<file path="src/rtl/pu_msp430_alu_rpt_pkg.sv">
// Shared types and ALU control encodings for the shift/rotate repeat sequencer.
// Bit positions match the core ALU control vector (inst_alu) and single-operand decode (inst_so).
package pu_msp430_alu_rpt_pkg;

    localparam int ALU_INC_C  = 2;
    localparam int ALU_ADD    = 3;
    localparam int ALU_STAT_F = 9;
    localparam int ALU_SHIFT  = 10;

    localparam int SO_RRC = 0;
    localparam int SO_RRA = 2;

    typedef enum logic [1:0] {
        OP_RRA = 2'd0,
        OP_RRC = 2'd1,
        OP_RLA = 2'd2,
        OP_RLC = 2'd3
    } rpt_op_e;

    typedef enum logic [1:0] {
        ST_IDLE = 2'd0,
        ST_RUN  = 2'd1,
        ST_DONE = 2'd2
    } rpt_state_e;

    typedef struct packed {
        logic [11:0] inst_alu;
        logic [7:0]  inst_so;
        logic        dst_is_acc;
    } alu_ctrl_t;

    // Left shifts are performed as acc+acc (plus carry for RLC) through the adder.
    function automatic alu_ctrl_t op_decode(rpt_op_e op);
        alu_ctrl_t c;
        c = '0;
        c.inst_alu[ALU_STAT_F] = 1'b1;
        case (op)
            OP_RRA: begin
                c.inst_alu[ALU_SHIFT] = 1'b1;
                c.inst_so[SO_RRA]     = 1'b1;
            end
            OP_RRC: begin
                c.inst_alu[ALU_SHIFT] = 1'b1;
                c.inst_so[SO_RRC]     = 1'b1;
            end
            OP_RLA: begin
                c.inst_alu[ALU_ADD] = 1'b1;
                c.dst_is_acc        = 1'b1;
            end
            default: begin
                c.inst_alu[ALU_ADD]   = 1'b1;
                c.inst_alu[ALU_INC_C] = 1'b1;
                c.dst_is_acc          = 1'b1;
            end
        endcase
        return c;
    endfunction

endpackage

</file>
<file path="src/rtl/pu_msp430_alu_rpt.sv">
// Repeat sequencer: drives the core ALU for 1..2^CNT_W back-to-back shift/rotate iterations.
// Optional PU_MSP430_ALU_RPT_EARLY_EXIT_EN stops as soon as data and flags reach a fixed point.
module pu_msp430_alu_rpt
    import pu_msp430_alu_rpt_pkg::*;
#(
    parameter int CNT_W = 4
) (
    input  logic             mclk,
    input  logic             puc_rst,
    input  logic             req_valid,
    output logic             req_ready,
    input  logic [1:0]       req_op,
    input  logic [CNT_W-1:0] req_cnt,
    input  logic             req_bw,
    input  logic [15:0]      req_data,
    input  logic [3:0]       req_stat,
    input  logic             abort,
    output logic             rsp_valid,
    input  logic             rsp_ready,
    output logic [15:0]      rsp_data,
    output logic [3:0]       rsp_stat,
    output logic [CNT_W:0]   rsp_iter,
    output logic             alu_exec_cycle,
    output logic [11:0]      alu_inst_alu,
    output logic [7:0]       alu_inst_so,
    output logic             alu_inst_bw,
    output logic [15:0]      alu_op_src,
    output logic [15:0]      alu_op_dst,
    output logic [3:0]       alu_status,
    input  logic [15:0]      alu_out,
    input  logic [3:0]       alu_stat,
    input  logic [3:0]       alu_stat_wr
);

    rpt_state_e       state, state_nxt;
    rpt_op_e          op_q;
    logic             bw_q;
    logic [CNT_W-1:0] cnt_q;
    logic [CNT_W:0]   iter;
    logic [15:0]      acc, acc_nxt;
    logic [3:0]       sreg, sreg_nxt;
    logic             accept, last, run_exit;
    alu_ctrl_t        ctrl;

    assign ctrl    = op_decode(op_q);
    assign accept  = (state == ST_IDLE) && req_valid && !abort;
    assign last    = (iter == {1'b0, cnt_q});
    assign acc_nxt = bw_q ? {8'h00, alu_out[7:0]} : alu_out;

    always_comb begin
        for (int i = 0; i < 4; i++) begin
            sreg_nxt[i] = alu_stat_wr[i] ? alu_stat[i] : sreg[i];
        end
    end

`ifdef PU_MSP430_ALU_RPT_EARLY_EXIT_EN
    assign run_exit = last || ((acc_nxt == acc) && (sreg_nxt == sreg));
`else
    assign run_exit = last;
`endif

    always_comb begin
        state_nxt = state;
        case (state)
            ST_IDLE: if (accept) state_nxt = ST_RUN;
            ST_RUN: begin
                if (abort)         state_nxt = ST_IDLE;
                else if (run_exit) state_nxt = ST_DONE;
            end
            ST_DONE: if (abort || rsp_ready) state_nxt = ST_IDLE;
            default: state_nxt = ST_IDLE;
        endcase
    end

    // Control state
    always_ff @(posedge mclk or posedge puc_rst) begin
        if (puc_rst) begin
            state <= ST_IDLE;
            op_q  <= OP_RRA;
            bw_q  <= 1'b0;
            cnt_q <= '0;
            iter  <= '0;
        end else begin
            state <= state_nxt;
            if (accept) begin
                op_q  <= rpt_op_e'(req_op);
                bw_q  <= req_bw;
                cnt_q <= req_cnt;
                iter  <= '0;
            end else if (state == ST_RUN && !abort) begin
                iter <= iter + (CNT_W+1)'(1);
            end
        end
    end

    // Datapath: operand and flag accumulators
    always_ff @(posedge mclk) begin
        if (accept) begin
            acc  <= req_bw ? {8'h00, req_data[7:0]} : req_data;
            sreg <= req_stat;
        end else if (state == ST_RUN) begin
            acc  <= acc_nxt;
            sreg <= sreg_nxt;
        end
    end

    always_comb begin
        req_ready      = (state == ST_IDLE);
        rsp_valid      = 1'b0;
        rsp_data       = '0;
        rsp_stat       = '0;
        rsp_iter       = '0;
        alu_exec_cycle = 1'b0;
        alu_inst_alu   = '0;
        alu_inst_so    = '0;
        alu_inst_bw    = 1'b0;
        alu_op_src     = '0;
        alu_op_dst     = '0;
        alu_status     = '0;
        if (state == ST_RUN) begin
            alu_exec_cycle = 1'b1;
            alu_inst_alu   = ctrl.inst_alu;
            alu_inst_so    = ctrl.inst_so;
            alu_inst_bw    = bw_q;
            alu_op_src     = acc;
            alu_op_dst     = ctrl.dst_is_acc ? acc : 16'h0000;
            alu_status     = sreg;
        end else if (state == ST_DONE) begin
            rsp_valid = 1'b1;
            rsp_data  = acc;
            rsp_stat  = sreg;
            rsp_iter  = iter;
        end
    end

endmodule
</file>
<file path="config.mk">
export PLATFORM = sky130hd
export DESIGN_NAME = pu_msp430_alu_rpt
export DESIGN_NICKNAME = d
export VERILOG_FILES = /design/src/rtl/pu_msp430_alu_rpt_pkg.sv /design/src/rtl/pu_msp430_alu_rpt.sv
export SDC_FILE = /design/constraint.sdc
export NUM_CORES = 1
export LEC_CHECK = 0
export BUFFER_PORTS_ARGS = -buffer_cell sky130_fd_sc_hd__buf_2
export CAP_MARGIN = 20
export CORE_MARGIN = 2
export CORE_UTILIZATION = 43
export CTS_CLUSTER_DIAMETER = 60
export DETAILED_ROUTE_END_ITERATION = 12
export GPL_ROUTABILITY_DRIVEN = 0
export HOLD_SLACK_MARGIN = 0.08
export PLACE_DENSITY = 0.81
export SLEW_MARGIN = 30
export SYNTH_ARGS = -nofsm -noshare
export SYNTH_HDL_FRONTEND = slang
export SYNTH_SLANG_ARGS = --single-unit
export TNS_END_PERCENT = 10
</file>
<file path="constraint.sdc">
create_clock -name mclk -period 2.65 [get_ports mclk]
set_input_delay 0.53 -clock mclk [delete_from_list [all_inputs] [get_ports mclk]]
set_output_delay 0.53 -clock mclk [all_outputs]
set_load 0.02 [all_outputs]
</file>
== Yosys cells after proc, flatten, opt, wreduce, memory -nomap -nowiden ==
Cells that the tools add are included.
Cells by class
  add/subtract/negate cells: 1
  equal/unequal tests: 8
  multiplexer cells: 38
  reduce and logical (&&, ||, !) cells: 20
Operator list (count)
  $mux 16: 9
  $mux 4: 5
  $mux 5: 4
  $mux 1: 13
  $reduce_bool 2->1: 6
  $mux 11: 1
  $mux 2: 4
  $reduce_and 2->1: 4
  $pmux 2 s3: 1
  $add 5x1->5 const B: 1
  $eq 5x4->1: 1
  $eq 2x1->1 const B: 2
  $eq 2x2->1 const B: 2
  $logic_not 2->1: 2
  $logic_and 1x1->1: 3
  $mux 3: 1
  $ne 3x3->1 const B: 1
  $reduce_and 3->1: 1
  $reduce_or 3->1: 1
  $ne 2x1->1 const B: 1
  $ne 2x2->1 const B: 1
  $reduce_or 2->1: 1
  $logic_not 1->1: 1
  $logic_or 1x1->1: 1
Storage, ports and cells
  bits in registers: 34
  input bits: 56
  word-level logic and storage cells: 77

== Logic depth before layout (Yosys ltp) ==
  word-level depth: 5
  mapped depth: 5

== Worst setup path before layout ==
OpenSTA, ideal clock, no wires.
  path type: reg-to-output
  start point: reg state[1]
  end point: out alu_inst_alu[3]
  arrival: 1.434 ns
  required time: 2.120 ns
  path slack: 0.686 ns
  stages on the path, launching flop included: 5
  path through: dfrtp_1 nand2b_1 inv_1 clkbuf_1 and2_1
On the way
  longest elaborated chain between the ends: 2
RTL lines
  start, declared: RTL line pu_msp430_alu_rpt.sv:35  | rpt_state_e state, state_nxt;
  start signal, assigned: RTL line pu_msp430_alu_rpt.sv:84  | state <= state_nxt;
  $eq 2x1->1: RTL line pu_msp430_alu_rpt.sv:120  | if (state == ST_RUN) begin
  $mux 11: RTL line pu_msp430_alu_rpt.sv:120
  end, declared: RTL line pu_msp430_alu_rpt.sv:24  | output logic [11:0] alu_inst_alu,
No other way between the ends.

== Final worst setup path ==
  start point: reg state[1]
  end point: out alu_op_dst[15]
On the way
  longest elaborated chain between the ends: 2
RTL lines
  $eq 2x1->1: RTL line pu_msp430_alu_rpt.sv:120
  $mux 16: RTL line pu_msp430_alu_rpt.sv:120
  end, declared: RTL line pu_msp430_alu_rpt.sv:28  | output logic [15:0] alu_op_dst,
No other way between the ends.

==> results.yml <==
critical_path:
  cp.required_ns: 2.12
  crit_buf_inv: 3
  critPathSlowestCell: "dfrtp_1"
  cp_max_fo: 34
  end_kind: "primary output"
  crit_chain: "nand2b_1 -> inv_1 -> buf_12 -> and3_1 -> buf_2"
  critPathKind: "reg2out"
  max_stage_delay_ns: 0.45
  cp-start-kind: "flip-flop"
  cp_data_arrival_time_ns: 1.84
  cpLargestDelayFamily: "buffers and inverters"
global_routing:
  grt_pass1_vias: 1703
  grt-ovfl-total: 0
  grt_pass1_wl_microns: 7730
  grt_max_degree: 36
  grt_util_all_layers_pct: 18.4
  grt_antenna_before_repair: 0
route:
  viasPerCell: 4.66
  drtIter0Drc: 87
  drc: 0
  dr.pass1.iters: 4
  wire_per_inst_microns: 13.1
  vias: 1887
  wl_microns: 5310
  antenna_left: 0
floorplan:
  dieArea_sq_um: 5650
  die_y_microns: 75.2
  pin_count: 141
  initial_core_util_pct: 45.2
  core_sq_um: 4820
  rows: 25
  die_w_microns: 75.2
power_and_ir_drop:
  p_leak_nw: 1.59
  power.density_nw_per_um2: 751
  vdd_drop_max_uv: 428
layout:
  fin_cells: 405
  seq_area_sq_um: 951
  syn2layout_area_growth_pct: 33.9
  multi_input_area_sq_um: 1100
  drive_above_1_share_pct: 47.3
  nets: 394
  fillers: 449
  antenna_cells: 0
clocking:
  cts-root-buf: "clkbuf_8"
  ctsResizeCount: 0
  clock-sinks: 34
  numCtsBuffers: 5
  cts_setup_buffers: 0
  clock_latency_ns: 0.28
  clockBufferDepth: 2
  clk_pin_slew_ns: 0.07
  htreeDepth: 2
  cts.hold.buffers_added: 0
  cts_tree: "yes"
placed_design:
  io_buffers: 126
  hpwl_microns: 4180
  dp_cells: 397
run:
  maxCapViolCount: 0
yosys:
  syn_area_sq_um: 2180
  synth_fa_ha_area_share_pct: 0.574
  netlist.area_leader.share_pct: 27.6
  ys.flop_type: "edfxtp_1"
  synth-seq-cells: 34
  synth_simple_gate_area_share_pct: 29.4
  synth.largest_area_cell: "edfxtp_1"
  synth_top_family_by_area: "simple AND/OR/NAND/NOR gates"
  synth_edf_count: 20
  ys_types: 31
  synth_compound_area_share_pct: 4.94
  async_flop_share_pct: 41.2
  avgSynthCellArea_sq_um: 10.3
  syn_inst: 212
  yosysSeqAreaShare_pct: 43.7
  yosys_warnings: 0
  synthTopCellsByCount: "and2_1 (48), edfxtp_1 (20), mux2_2 (19)"
  post_synth_mux_area_share_pct: 10.3
  synth_most_common_cell: "and2_1"
  yosys-top-cells-area: "edfxtp_1 (28%), dfrtp_1 (16%), and2_1 (14%)"
  synth_xor_area_share_pct: 2.41
sta:
  hold_viol: 0
  drv_slew: 0
  max_slew_margin_pct: 61.7
  fin_setup_tns_ns: 0
  rsz0062_at_grt: "false"
  max_slew.worst_pin.slew_ns: 0.574
  setup_violations: 0
  skew_ns: 0.00698
  fmax_ghz: 0.422
  fin_crit_ns: 2.37
  period_share_pct: 89.5
hold_path:
  hold_class: "in2async"
outcome:
  outcome: "finished, final reports clean"
-- report_power, final --
group          switching [W]  total, W  internal [W]
Combinational       0.000543  0.000935      0.000392
Sequential          0.000160  0.000906      0.000746
Clock               0.000168  0.000348      0.000180
-- flip-flops by register name, indices dropped and copies added (netlist names) --
name and count:
acc 16, state 2, iter 5, bw_q 1, cnt_q 4, sreg 4, op_q 2
-- through the flow --
step | power (W) | area (sq um) | worst slack [ns] | utilization (%) | hold slack, ns
finish | 0.00219 | 2920 | 0.279 | 60.5 | 0.281
global route | 0.00234 | 2920 | 0.149 | 60.5 | 0.332
CTS | 0.00221 | 2920 | 0.287 | 60.5 | 0.301
floorplan | 0.00152 | 2230 | 0.686 | - | 0.419
global placement | 0.00182 | 2840 | 0.673 | 58.9 | 0.507
detailed placement | 0.00185 | 2840 | 0.594 | 58.9 | 0.520
-- cell type report --
| class | count | share of cell area (%) |
|---|---|---|
| repair buffers | 133 | 23.9 |
| clock buffers | 6 | 2.49 |
| inverters | 2 | 0.257 |
| well taps | 67 | 2.87 |
| clock inverters | 2 | 0.300 |
| flip-flops and latches | 34 | 32.6 |
| multi-input cells | 161 | 37.6 |
-- cell usage in the layout, fill, tap and decap left out --
cell type  Yosys  layout
buf_2          3     126
and2_1        48      48
edfxtp_1      20      20
mux2_2        19      19
and3_1        17      17
conb_1         1      14
dfrtp_1       14      14
nand2b_1      11      11
o21ai_0        9       9
nand3b_1       8       8
nor2_1         7       7
buf_4         17       6
clkbuf_8       0       5
a21o_1         4       4
xor2_1         4       4
nor3_1         3       3
a21oi_1        3       3
nand3_1        2       2
inv_1          2       2
xnor2_1        2       2
nor4b_4        0       1
and4bb_2       1       1
mux2i_1        1       1
nor2b_1        1       1
nor3b_1        1       1
nand2_1        1       1
o31ai_1        1       1
or4_1          1       1
a32o_1         1       1
ha_1           1       1
clkinv_1       0       1
clkbuf_1       7       1
clkinv_2       0       1
buf_12         0       1
-- routing by layer --
layer	routed length, microns	vias to the layer above	GRT usage (%)
met5	0	-	0
met3	384	7	3.88
li1	-	944	-
met4	80	0	6.43
met2	2720	92	32.5
met1	2130	844	22.4
-- cells by family (layout without fill, tap and decap cells) --
logic type / count (synthesis) / count (layout)
simple gates: 102 / 102
other cells: 1 / 14
buf+inv: 30 / 143
mux: 20 / 20
xor+xnor: 6 / 6
compound gates: 18 / 18
flops: 34 / 34
fa+ha+maj: 1 / 1
-- path summary, 6_finish.rpt --
check	end	depth (start not counted)	slack, ns	from
min reg2reg	iter[4]	1	0.52	iter[4]
min in group mclk	op_q[0]	2	0.48	req_op[0]
max	alu_op_dst[15]	5	0.28	state[1]
max in group asynchronous	iter[1]	2	2.01	puc_rst
min	iter[3]	2	0.28	puc_rst
max reg2reg	acc[0]	4	0.82	state[1]
-- worst register-to-register path: stages, from the launching register on --
cell and delay, ns:
dfrtp_1 0.45, nor4b_4 0.32, buf_4 0.39, nand2b_1 0.20
buf_4 0.18
No activity file was read; power rests on OpenSTA's default activity.
